`src/rtl/cpu_chk_pkg.sv`:
```
// Shared types and index-map helpers for the end-of-program halt checker.
package cpu_chk_pkg;

  typedef enum logic [2:0] {
    ST_IDLE,
    ST_RUN,
    ST_CAP_PC,
    ST_SCAN,
    ST_DONE
  } chk_state_e;

  // Unified index map: PC first, then data memory, then registers.
  localparam int IDX_PC = 0;

  function automatic int idx_mem_base();
    return 1;
  endfunction

  function automatic int idx_reg_base(input int mem_words);
    return 1 + mem_words;
  endfunction

  // Address width that never collapses to zero bits for single-entry spaces.
  function automatic int clog2w(input int n);
    return (n < 2) ? 1 : $clog2(n);
  endfunction

endpackage

```
`src/rtl/chk_err_accum.sv`:
```
// Registers one compare per cycle, then accumulates a saturating mismatch
// count and latches the unified index of the first mismatch.
module chk_err_accum
  import cpu_chk_pkg::*;
#(
  parameter int DATA_W = 32,
  parameter int IDX_W  = 4,
  parameter int ERR_W  = 8
) (
  input  logic              clk_i,
  input  logic              rst_i,
  input  logic              clear_i,
  input  logic              valid_i,
  input  logic [IDX_W-1:0]  idx_i,
  input  logic [DATA_W-1:0] actual_i,
  input  logic [DATA_W-1:0] expected_i,
  output logic [ERR_W-1:0]  err_count_o,
  output logic              first_err_valid_o,
  output logic [IDX_W-1:0]  first_err_idx_o
);

  logic             mis_q;
  logic [IDX_W-1:0] idx_q;
  logic [ERR_W-1:0] cnt_q;
  logic             fev_q;
  logic [IDX_W-1:0] fidx_q;

  always_ff @(posedge clk_i) begin
    if (rst_i || clear_i) begin
      mis_q  <= 1'b0;
      idx_q  <= '0;
      cnt_q  <= '0;
      fev_q  <= 1'b0;
      fidx_q <= '0;
    end else begin
      mis_q <= valid_i && (actual_i != expected_i);
      idx_q <= idx_i;
      if (mis_q) begin
        if (cnt_q != '1) cnt_q <= cnt_q + ERR_W'(1);
        if (!fev_q) begin
          fev_q  <= 1'b1;
          fidx_q <= idx_q;
        end
      end
    end
  end

  assign err_count_o       = cnt_q;
  assign first_err_valid_o = fev_q;
  assign first_err_idx_o   = fidx_q;

endmodule

```
`config.mk`:
```
export PLATFORM = sky130hd
export DESIGN_NAME = chk_err_accum
export DESIGN_NICKNAME = d
export VERILOG_FILES = /design/src/rtl/cpu_chk_pkg.sv /design/src/rtl/chk_err_accum.sv
export SDC_FILE = /design/constraint.sdc
export NUM_CORES = 1
export LEC_CHECK = 0
export ABC_AREA = 1
export CORE_ASPECT_RATIO = 1.2
export CORE_MARGIN = 5
export CORE_UTILIZATION = 34
export CTS_CLUSTER_DIAMETER = 100
export DETAILED_ROUTE_END_ITERATION = 12
export HOLD_SLACK_MARGIN = 0.03
export PLACE_DENSITY_LB_ADDON = 0.15
export SLEW_MARGIN = 10
export SYNTH_ARGS = -nofsm -noshare
export SYNTH_HDL_FRONTEND = slang
export SYNTH_SLANG_ARGS = --single-unit
```
`constraint.sdc`:
```
create_clock -name clk_i -period 1.2 [get_ports clk_i]
set_input_delay 0.18 -clock clk_i [delete_from_list [all_inputs] [get_ports clk_i]]
set_output_delay 0.18 -clock clk_i [all_outputs]
set_load 0.005 [all_outputs]
```
Word-level counts from Yosys, hierarchy flattened
Cells that the tools add are included.
{ "totals": {"reg_bits": 18, "inputBits": 72, "out_inout_bits": 13, "wordCells": 13} }
{ "classes": {"n_addsub": 1, "eq_ne": 2, "bitwise": 1, "n_reduce_logical": 4} }
{ "op_table": {"columns": ["op", "count"], "rows": [
  ["$ne A32 B32 Y1", 1],
  ["$add A8 B1 Y8 const B", 1],
  ["$ne A8 B8 Y1 const B", 1],
  ["$reduce_and A2 Y1", 2],
  ["$logic_and A1 B1 Y1", 1],
  ["$logic_or A1 B1 Y1", 1],
  ["$not A1 Y1", 1]
]} }

Depth between registers and ports, before layout
{ "logic_depth": {"depth_word": 2, "ltp_mapped": 10, "mapped_depth_nobuf": 10} }

Least setup slack after synthesis
No wires, ideal clock.
{ "synth_path": {"kind": "flip-flop to flip-flop", "from": "register cnt_q[0], in the netlist err_count_o[0]", "to": "register cnt_q[2], in the netlist err_count_o[2]", "arrival_time_ns": 1.164, "required_ns": 1.144, "slack_ns": -0.021, "stages_incl_launch_ff": 10, "n_path_buf": 0, "path_cell_list": "dfxtp_1 -> ha_1 -> nand2_1 -> nor2_4 -> nand2_4 -> nand2_8 -> nand2_2 -> o21ai_2 -> nand2_1 -> inv_1"} }
{ "synth_via": {"elab_chain_len": 2, "elab_cells_between_ends": 3, "cone_classes": "add/sub (1); eq/ne (1); reduce/logical (1)"} }
{ "synth_rtl": {"columns": ["element", "line", "source"], "rows": [
  ["from (decl)", "chk_err_accum.sv:24", "logic [ERR_W-1:0] cnt_q;"],
  ["from (signal assigned)", "chk_err_accum.sv:39", "if (cnt_q != '1) cnt_q <= cnt_q + ERR_W'(1);"],
  ["branches (longest 2 deep; another with $add A8 B1 Y8)", null, null]
]} }
Several ways; the timed one is not identified.
A chain may end at the register's enable or synchronous reset.

Worst setup path after layout
{ "layout_path": {"from": "register cnt_q[1], in the netlist err_count_o[1]", "to": "register cnt_q[5], in the netlist err_count_o[5]"} }
The elaborated chain is that of the path after synthesis.

==> flow_metrics.tcl <==
set metrics [dict create \
    synth_fp_nets 330 \
    num_vias 1696 \
    core_area_mm2 0.00394 \
    fin_setup_tns_ns -0.0524 \
    hp-class "register to register" \
    vdd_drop_max_mv 0.326 \
    clk_path_buf_depth 2 \
    rsz0062_at_grt "true" \
    synth-edff-count 0 \
    synthCells 257 \
    clkLatencyLatePin_ns 0.25 \
    ff2ff_path_depth 8 \
    cts_tree "yes" \
    multi_input_area_um2 847 \
    worstSetupStartpointType "register" \
    antenna_found_initial 0 \
    grt_use_total_pct 14.0 \
    finClkSkew_ns 0.00479 \
    slew_headroom_pct 82.5 \
    yosys_warnings 0 \
    drt_pass1_iterations 4 \
    gp_congestion 0.691 \
    final_nets 430 \
    h-tree-depth 1 \
    final_cells 409 \
    worstMarginPinSlew_ns 0.260 \
    switching_power_mw 0.339 \
    synth_top_area_share_pct 26.1 \
    port_buffers 84 \
    place_hpwl_mm 3.12 \
    ctsHoldBuffers 0 \
    violations "setup timing" \
    rows 25 \
    synthMostInstantiatedCell "nand2_1" \
    drc_errors 0 \
    dieArea_mm2 0.00544 \
    syn_area_mm2 0.00138 \
    clkPwrFrac_pct 27.2 \
    yosysSeqAreaShare_pct 26.1 \
    diodes 0 \
    cts.sinks 18 \
    total_power_mw 1.45 \
    ys_ff_latch 18 \
    intPower_mw 1.11 \
    syn_avg_cell_area_um2 5.37 \
    path_class "register to register" \
    overflow 0 \
    crit_arrival_ns 1.37 \
    grt_pass1_wl_mm 5.96 \
    timing.fmax_mhz 808 \
    drive_above_1_share_pct 11.3 \
    grt_max_degree 10 \
    post-route-min-period_ns 1.24 \
    post-place-ws_ns -0.241 \
    worstSetupEndpointType "register" \
    finalMaxSlewViolations 0 \
    period_share_pct 103 \
    wl_mm 3.68 \
    floorplan.initialDensity_pct 35.0 \
    synthFlopType "dfxtp_1" \
    worst_slack_ns -0.0370 \
    die_width_um 68.2 \
    min_delay_worst_endpoint "first_err_idx_o[1]" \
    drt_iter0_drc 46 \
    path_max_fanout 7 \
    maxCapViolCount 0 \
    vias_per_cell 4.15 \
    r2r_slack_ns -0.04 \
    worstReg2RegStart "err_count_o[1]" \
    fin_hold_ws_ns 0.452 \
    die_y_um 79.8 \
    drt-wirelength-per-cell_um 9.00 \
    synth_commonest_cells "nand2_1, nor2_1, inv_1" \
    seqCellArea_um2 372 \
    timing_hold_violations_final 0 \
    pwr-share-comb_pct 30.3 \
    clk_pin_slew_ns 0.06 \
    power.leakage_nw 1.51 \
    dp.cells 403 \
    grt_pass1_vias 1575 \
    cp.required_ns 1.33 \
    final_antenna_net_count 0 \
    status "finished with violations" \
    sw_frac_of_total_pct 23.4 \
    synthArstFlopShare_pct 0 \
    area_growth_pct 81.2 \
    ys_types 23 \
    cts_root_buffer "clkbuf_8" \
    min-delay-start "idx_q[1]" \
    synth_top_area_cell "dfxtp_1" \
    min_path_cells 2 \
    yosys-top-cells-area "dfxtp_1, nand2_1, nor2_1" \
    io_pins 85 \
    power_density_mw_per_mm2 577 \
    fillers 404 \
    finalSetupViolations 4 \
    cts_buffers 3 \
    rr_endpoint "err_count_o[5]" \
    seqPwrFrac_pct 42.5 \
]
==> per-layer routing <==
metal	GRT usage, %	wire [um]	up-vias
met5	0	0	-
met4	2.98	17	0
met3	5.77	384	2
met2	28.4	2040	50
met1	11.9	1240	702
li1	-	-	942
==> worst max path at each step <==
stage	start	end	slack (ns)	depth (start not counted)
2_1_floorplan	err_count_o[1]	err_count_o[2]	0.03	9
3_3_place_gp	actual_i[14]	mis_q	-0.23	10
3_5_place_dp	actual_i[11]	mis_q	-0.24	10
4_1_cts	err_count_o[1]	err_count_o[2]	-0.01	10
5_1_grt	err_count_o[0]	err_count_o[5]	-0.1	6
6_report	err_count_o[1]	err_count_o[5]	-0.04	8
==> what timing repair did <==
item                                    CTS  global route
endpoints found under the setup margin   19             9
endpoints found under the hold margin     0             0
setup buffers                             2             1
gates resized for setup                  26            24
pin swaps                                 9            25
==> power groups by stage <==
stage | clock network [mW] | registers [mW] | logic (mW)
floorplan | 0 | 0.626 | 0.159
global placement | 0 | 0.627 | 0.441
detailed placement | 0 | 0.626 | 0.451
CTS | 0.412 | 0.614 | 0.448
global route | 0.432 | 0.615 | 0.495
finish | 0.394 | 0.614 | 0.438
==> final cells by class <==
cell class	count	area share, %
clock buffers	3	1.65
flip-flops and latches	18	14.8
well taps	54	2.70
repair buffers	96	38.7
inverters	55	8.25
multi-input cells	183	33.8
==> logic make-up after synthesis <==
logic type	share of synthesized area [%]
adders and majority gates	0.906
xor gates and xnor gates	4.44
buffers and inverters	15.5
DFF	26.1
AOI/OAI and AO/OA	5.43
and+or+nand+nor	47.6
==> layout by cell type, fill, tap and decap left out, types with 2 or more instances in the layout <==
cell	count
nand2_1	75
nor2_1	67
inv_1	53
clkdlybuf4s50_1	52
dlymetal6s2s_1	19
dlygate4sd2_1	13
buf_4	10
dfxtp_2	9
dfxtp_1	9
a21oi_1	6
nand3_1	5
xor2_1	4
o21ai_0	4
nor2_2	3
nand2_2	3
xnor2_1	3
clkbuf_8	3
nand2_4	2
o21ai_1	2
nand3_2	2
buf_6	2
==> metrics by stage <==
| stage | area (um^2) | util (%) |
|---|---|---|
| 6_report | 2500 | 63.5 |
| 5_1_grt | 2500 | 63.5 |
| 4_1_cts | 2430 | 61.7 |
| 3_5_place_dp | 2350 | 59.7 |
| 3_3_place_gp | 2350 | 59.7 |
| 2_1_floorplan | 1390 | - |
==> registers in the layout (all words and copies together), names as in the netlist <==
name / cells
first_err_valid_o: 1
err_count_o: 8
mis_q: 1
idx_q: 4
first_err_idx_o: 4
==> critical path: stages (launching register included) <==
cell,delay [ns]
dfxtp_2,0.33
buf_6,0.10
ha_4,0.13
nand2_4,0.05
nor2_4,0.13
nand2_4,0.10
buf_4,0.15
nand3_1,0.07
a21oi_1,0.06
No activity file was read; power rests on OpenSTA's default activity.
